`src/rtl/picomips_param.sv`:
```
// rtl/picomips_param.sv - parameterised four-state accumulator micro-core
//
// Ports:
//   Clock      sole clock, rising edge
//   Reset      asynchronous active-high reset
//   InstrAddr  program memory address (always the PC)
//   Instr      synchronous ROM data, valid one cycle after InstrAddr
//              {opcode[2:0], rd[RA_W-1:0], imm[DATA_W-1:0]}
//   InData     signed input operand for IN
//   InValid    InData valid
//   InReady    core is waiting in EXEC of an IN and accepts InData
//   Acc        signed accumulator
//   OutStrobe  one-cycle pulse in the NEXT cycle after every Acc write
module picomips_param #(
    parameter int DATA_W   = 8,
    parameter int NREGS    = 4,
    parameter int PC_W     = 5,
    parameter int SATURATE = 0,
    localparam int RA_W    = $clog2(NREGS),
    localparam int IW      = 3 + RA_W + DATA_W
) (
    input  logic              Clock,
    input  logic              Reset,
    output logic [PC_W-1:0]   InstrAddr,
    input  logic [IW-1:0]     Instr,
    input  logic [DATA_W-1:0] InData,
    input  logic              InValid,
    output logic              InReady,
    output logic [DATA_W-1:0] Acc,
    output logic              OutStrobe
);

    typedef enum logic [1:0] {
        FETCH  = 2'd0,
        DECODE = 2'd1,
        EXEC   = 2'd2,
        NEXT   = 2'd3
    } state_t;

    localparam logic [2:0] OP_NOP  = 3'b000;
    localparam logic [2:0] OP_LDI  = 3'b001;
    localparam logic [2:0] OP_ADDI = 3'b010;
    localparam logic [2:0] OP_MULI = 3'b011;
    localparam logic [2:0] OP_ADDR = 3'b100;
    localparam logic [2:0] OP_STR  = 3'b101;
    localparam logic [2:0] OP_IN   = 3'b110;
    localparam logic [2:0] OP_JMP  = 3'b111;

    localparam logic [DATA_W-1:0] MAX_POS = {1'b0, {(DATA_W-1){1'b1}}};
    localparam logic [DATA_W-1:0] MAX_NEG = {1'b1, {(DATA_W-1){1'b0}}};

    state_t            state;
    state_t            state_n;
    logic [IW-1:0]     ir;
    logic [PC_W-1:0]   pc;
    logic [DATA_W-1:0] acc;
    logic [DATA_W-1:0] regs [NREGS];

    logic [2:0]        op;
    logic [RA_W-1:0]   rd;
    logic [DATA_W-1:0] imm;

    assign op  = ir[IW-1 -: 3];
    assign rd  = ir[DATA_W +: RA_W];
    assign imm = ir[DATA_W-1:0];

    assign InstrAddr = pc;
    assign Acc       = acc;

    // Shared adder for ADDI and ADDR. One guard bit: the sum overflowed
    // exactly when the guard bit and the result sign disagree, and the
    // guard bit then carries the true sign of the result.
    logic [DATA_W-1:0] add_b;
    logic [DATA_W:0]   add_sum;
    logic [DATA_W-1:0] add_res;

    assign add_b   = (op == OP_ADDR) ? regs[rd] : imm;
    assign add_sum = {acc[DATA_W-1], acc} + {add_b[DATA_W-1], add_b};

    always_comb begin
        add_res = add_sum[DATA_W-1:0];
        if (SATURATE != 0 && (add_sum[DATA_W] != add_sum[DATA_W-1])) begin
            add_res = add_sum[DATA_W] ? MAX_NEG : MAX_POS;
        end
    end

    // Fixed-point multiply: full signed product, arithmetic shift right
    // by DATA_W-1, low DATA_W bits kept (wraps, never saturates).
    logic signed [2*DATA_W-1:0] mul_a;
    logic signed [2*DATA_W-1:0] mul_b;
    logic signed [2*DATA_W-1:0] mul_p;
    logic [DATA_W-1:0]          mul_res;

    assign mul_a   = {{DATA_W{acc[DATA_W-1]}}, acc};
    assign mul_b   = {{DATA_W{imm[DATA_W-1]}}, imm};
    assign mul_p   = mul_a * mul_b;
    assign mul_res = mul_p[2*DATA_W-2 -: DATA_W];

    always_ff @(posedge Clock or posedge Reset) begin
        if (Reset) begin
            state <= FETCH;
        end else begin
            state <= state_n;
        end
    end

    always_comb begin
        state_n   = state;
        InReady   = 1'b0;
        OutStrobe = 1'b0;
        case (state)
            FETCH:  state_n = DECODE;
            DECODE: state_n = EXEC;
            EXEC: begin
                if (op == OP_IN) begin
                    InReady = 1'b1;
                    if (InValid) begin
                        state_n = NEXT;
                    end
                end else begin
                    state_n = NEXT;
                end
            end
            NEXT: begin
                state_n   = FETCH;
                OutStrobe = (op == OP_LDI) || (op == OP_ADDI) || (op == OP_MULI) ||
                            (op == OP_ADDR) || (op == OP_IN);
            end
            default: state_n = FETCH;
        endcase
    end

    always_ff @(posedge Clock or posedge Reset) begin
        if (Reset) begin
            ir  <= '0;
            pc  <= '0;
            acc <= '0;
            for (int i = 0; i < NREGS; i++) begin
                regs[i] <= '0;
            end
        end else begin
            case (state)
                DECODE: ir <= Instr;
                EXEC: begin
                    case (op)
                        OP_LDI:  acc <= imm;
                        OP_ADDI: acc <= add_res;
                        OP_MULI: acc <= mul_res;
                        OP_ADDR: acc <= add_res;
                        OP_STR:  regs[rd] <= acc;
                        OP_IN: begin
                            if (InValid) begin
                                acc <= InData;
                            end
                        end
                        default: ;
                    endcase
                end
                NEXT: begin
                    if (op == OP_JMP) begin
                        pc <= imm[PC_W-1:0];
                    end else begin
                        pc <= pc + 1'b1;
                    end
                end
                default: ;
            endcase
        end
    end

endmodule

```
`config.mk`:
```
export PLATFORM = sky130hd
export DESIGN_NAME = picomips_param
export DESIGN_NICKNAME = d
export VERILOG_FILES = /design/src/rtl/picomips_param.sv
export SDC_FILE = /design/constraint.sdc
export NUM_CORES = 1
export LEC_CHECK = 0
export ABC_CLOCK_PERIOD_IN_PS = 5900
export BUFFER_PORTS_ARGS = -buffer_cell sky130_fd_sc_hd__buf_4
export CAP_MARGIN = 20
export CORE_ASPECT_RATIO = 1.1
export CORE_MARGIN = 1.5
export CORE_UTILIZATION = 40
export DETAILED_ROUTE_END_ITERATION = 16
export PLACE_DENSITY_LB_ADDON = 0.2
export SLEW_MARGIN = 40
export SYNTH_ARGS = -nofsm -noshare
export SYNTH_HDL_FRONTEND = slang
export SYNTH_SLANG_ARGS = --single-unit
```
`constraint.sdc`:
```
create_clock -name Clock -period 5.9 [get_ports Clock]
set_clock_uncertainty 0.1 [all_clocks]
set_input_delay 1.18 -clock Clock [delete_from_list [all_inputs] [get_ports Clock]]
set_output_delay 1.18 -clock Clock [all_outputs]
set_load 0.01 [all_outputs]
```
### Word-level counts from Yosys, hierarchy flattened

Index checks and enable logic that the tools add are counted.

* register bits after elaboration: 60
* input port bits: 24

* add/sub/neg operators: 2
* $lt $le $gt $ge: 2
* multiplexer cells: 16
* reduce and logical (&&, ||, !) cells: 10
* bitwise gates (word level): 1
* multiply operators: 1
* equality and inequality tests: 12

Operators by type and width (number)
* $mux 8: 5
* $bwmux 32: 1
* $pmux 8 s4: 1
* $bmux 8 s2: 1
* $demux 8 s2: 1
* $mul 8x8->15: 1
* $eq 3x3->1 const B: 4
* $add 8x8->8: 1
* $pmux 2 s4: 1
* $eq 3x2->1 const B: 2
* $add 5x1->5 const B: 1
* $mux 5: 1
* $eq 2x2->1 const B: 2
* $logic_or 1x1->1: 4
* $mux 2: 2
* $reduce_bool 4->1: 1
* $eq 3x1->1 const B: 1
* $ge 3x3->1 const B: 1
* $lt 3x1->1 const B: 1
* $mux 1: 3
* $ne 3x3->1 const B: 1
* $not 2->3: 1
* $reduce_and 3->1: 1
* $eq 2x1->1 const B: 1
* other kinds (5): 5

### Longest topological paths before layout

* depth after elaboration: 7
* mapped depth: 18
* depth with buffers taken out: 17

### Worst setup path after synthesis

No wires, ideal clock.

* kind: reg-to-reg
* start: register acc[7], in the netlist Acc[7]
* end: register acc[7], in the netlist Acc[7]
* period minus slack after synthesis: 4431 ps
* data required time: 5713 ps
* arrival time: 4245 ps
* setup time: 87 ps
* stages on the path, launching flop included: 18
* path slack: 1469 ps
* buffers on the path: 1
* path through: dfrtp_1 -> clkbuf_1 -> and2_1 -> fa_1 -> inv_1 -> fa_1 -> inv_1 -> fa_1 -> inv_1 -> fa_1 -> inv_1 -> ha_1 -> o21ai_1 -> nand2b_1 -> a21oi_1 -> a21oi_1 -> xnor2_1 -> a211oi_2

* cells in the longest elaborated chain, start to end: 2
* elaborated cells on any way between the ends: 3
* classes of those cells: add/sub: 1; mul: 1; mux: 1

Ends and longest elaborated chain
* start: declaration: line 56 `logic [DATA_W-1:0] acc;`
* start signal: assignment: line 146 `OP_LDI: acc <= imm;`
* start signal: assignment: line 147 `OP_ADDI: acc <= add_res;`
* start signal: assignment: line 148 `OP_MULI: acc <= mul_res;`
* $mul 8x8->15 / $add 8x8->8 (equally long branches): line 96, 78
* $pmux 8 s4 *: line 145 `case (op)`

Mark *: on every way between the ends. The rest lies on a longest branch, timed or not.
A chain may end at the register's enable or synchronous reset.

### Worst setup path after layout

* start: register acc[7], in the netlist Acc[7]
* end: register acc[6], in the netlist Acc[6]

* cells in the longest elaborated chain, start to end: 2

Ends and longest elaborated chain
* $mul 8x8->15: line 96 `assign mul_p = mul_a * mul_b;`
* $pmux 8 s4: line 145

No other way between the ends.

==> reports/metrics.csv <==
stage;metric;value;unit
sta;fmax;0.205;GHz
global_routing;antenna_found_initial;0;
status;status;complete, no violations;
synthesis;synth.avg_cell_area;9.96;um2
critical_path;endpoint;Acc[6]$_DFFE_PP0P_;
critical_path;cp.arrival;5.03;ns
global_routing;grt.total_usage;0.195;
hold_path;hp-class;flip-flop to flip-flop;
critical_path;required;6.05;ns
critical_path;start_kind;flip-flop;
synthesis;async_flop_share;1.00;
finish;seqCellArea;1500;um2
route;wire_per_inst;16.8;um
cts;h-tree-depth;3;
critical_path;critical_path_class;flip-flop to flip-flop;
cts;postCtsHoldBufs;0;
sta;post-route-min-period;4.89;ns
finish;area_growth;12.4;%
die;core_area;13900;um2
synthesis;ys_ff_latch;60;
synthesis;synth_top_area_share;0.262;
cts;cts_tree;built;
synthesis;synth_cell_types;53;
synthesis;synth_area;5730;um2
route;wl;13200;um
global_routing;grt_pass1_wl;22500;um
sta;finalSetupTns;0;ns
critical_path;rrSetupSlack;1.01;ns
cts;clock_tree.buffer_depth;2;
die;die_h;128;um
synthesis;synth_ff_type;dfrtp_1;
synthesis;syn_inst;575;
global_routing;grt_max_degree;61;
synthesis;synth_top_area_cell;dfrtp_1;
sta;worstMarginPinSlew;0.795;ns
critical_path;cp_max_fo;18;
finish;drive_above_1_share;0.149;
global_routing;grt_busiest_layer;met2;
die;ios;39;
sta;hold_viol_final;0;
synthesis;syn-num-nets;687;
critical_path;r2r-start;Acc[7]$_DFFE_PP0P_;
finish;antenna_cells;0;
hold_path;hp-start;regs[22]$_DFFE_PP0P_;
route;num_vias;4113;
global_routing;use_met1;0.253;
cts;cts_setup_buffers;0;
global_routing;grt-ovfl-total;0;
synthesis;yosysSeqAreaShare;0.262;
critical_path;crit_path_start;Acc[7]$_DFFE_PP0P_;
cts;cts.repair.resized;0;
flow_run;cap_viol_max_count;0;
synthesis;synth_warnings;0;
route;viasPerCell;5.23;
sta;maxSlewHeadroom;0.470;
sta;setup_viol;0;
synthesis;netlist_top_cells_count;79 x inv_1, 60 x dfrtp_1, 51 x fa_1;
route;drt_pass1_iterations;5;
synthesis;synth-edff-count;0;
die;rows;45;
sta;grt_setup_unrepaired;false;
die;fp.dieArea;15000;um2
route;drt_iter0_drc;241;
global_routing;grtUsageMet2;0.339;
placement;hpwl;10300;um
synthesis;post-synth-top-count-cell;inv_1;
cts;cts_root_buf;clkbuf_16;
finish;nets;706;
cts;clock_sinks;60;
sta;fin_crit_sh;0.828;
cts;clock_latency;0.33;ns
critical_path;end_kind;flip-flop;
route;ant_nets;0;
die;die_x;117;um
placement;port_buffers;38;
cts;clk_pin_slew;0.05;ns
critical_path;reg2reg_to;Acc[6]$_DFFE_PP0P_;
finish;final_util;0.463;
synthesis;synth_area_leaders;dfrtp_1 26%, fa_1 18%, ha_1 8.1%;
route;drc;0;
global_routing;grt_use_met3;0.0240;
finish;n_fill_cell;1343;
critical_path;reg2reg_depth;15;
finish;multi_input_area;3790;um2
placement;globalplace.congestion;0.836;
sta;finalMaxSlewViolations;0;
cts;cts_buffers;9;
die;initial_core_util;0.412;
global_routing;grt_pass1_vias;4444;
worst min-delay path by stage:
| stage | end | slack, ns | depth (start not counted) |
|---|---|---|---|
| 2_1_floorplan | regs[15]$_DFFE_PP0P_ | 0.35 | 1 |
| 3_3_place_gp | regs[22]$_DFFE_PP0P_ | 0.36 | 1 |
| 3_5_place_dp | regs[18]$_DFFE_PP0P_ | 0.37 | 1 |
| 4_1_cts | regs[18]$_DFFE_PP0P_ | 0.38 | 1 |
| 5_1_grt | regs[18]$_DFFE_PP0P_ | 0.40 | 1 |
| 6_report | regs[22]$_DFFE_PP0P_ | 0.38 | 1 |
per-stage QoR:
stage               std cells  area, um2  hold WS (ns)  setup WS, ns
CTS                       787       6430         0.384          1.00
global route              787       6440         0.395         0.721
finish                    787       6440         0.381          1.01
detailed placement        771       6130         0.372          1.03
global placement          771       6130         0.362          1.03
floorplan                 575       5730         0.352          1.47
cell families after synthesis:
family                     after synthesis  share of synthesized area
adders and majority gates               88                      0.259
DFF                                     60                      0.262
buffers and inverters                  113                     0.0760
xor gates and xnor gates                20                     0.0306
and+or+nand+nor                        146                      0.134
muxes                                   68                      0.148
AOI/OAI and AO/OA                       80                     0.0900
registers in the layout, indices dropped and copies added, names as in the netlist:
name       cells
Acc            8
regs          32
state          2
InstrAddr      5
ir            13
layout by cell type, fill, tap and decap left out, drive strengths merged, types with 23 or more instances in the layout:
| cell type | netlist | final |
|---|---|---|
| inv | 81 | 81 |
| and2 | 42 | 42 |
| ha | 37 | 37 |
| nor2 | 23 | 23 |
| buf | 10 | 40 |
| dfrtp | 60 | 60 |
| a21oi | 29 | 29 |
| fa | 51 | 51 |
| nand2 | 34 | 34 |
| mux2 | 52 | 52 |
worst max-delay path, stage by stage (launching register included):
cell     delay (ns)
dfrtp_1        0.69
nand2_1        0.19
fa_1           0.61
inv_1          0.06
fa_1           0.46
fa_1           0.55
inv_1          0.06
fa_1           0.55
inv_1          0.05
ha_1           0.32
o21ai_0        0.08
nor3_1         0.30
nand2_1        0.19
nor4b_1        0.30
a41oi_1        0.08
a41oi_1        0.22
final cells by class:
class                      instances  share of cell area
sequential                        60               0.233
multi-input combinational        402               0.589
inverter                          81              0.0472
timing repair buffer              40              0.0472
clock inverter                     4             0.00738
tap                              188              0.0365
clock buffer                      12              0.0398
metal layers:
metal,vias to the layer above,share of wire
met5,-,0
met3,16,0.030
met1,2064,0.43
met2,78,0.52
li1,1955,-
met4,0,0.018
Power is not shown: default switching activity piles up to over one toggle a cycle in this logic, so the estimate is an artifact.
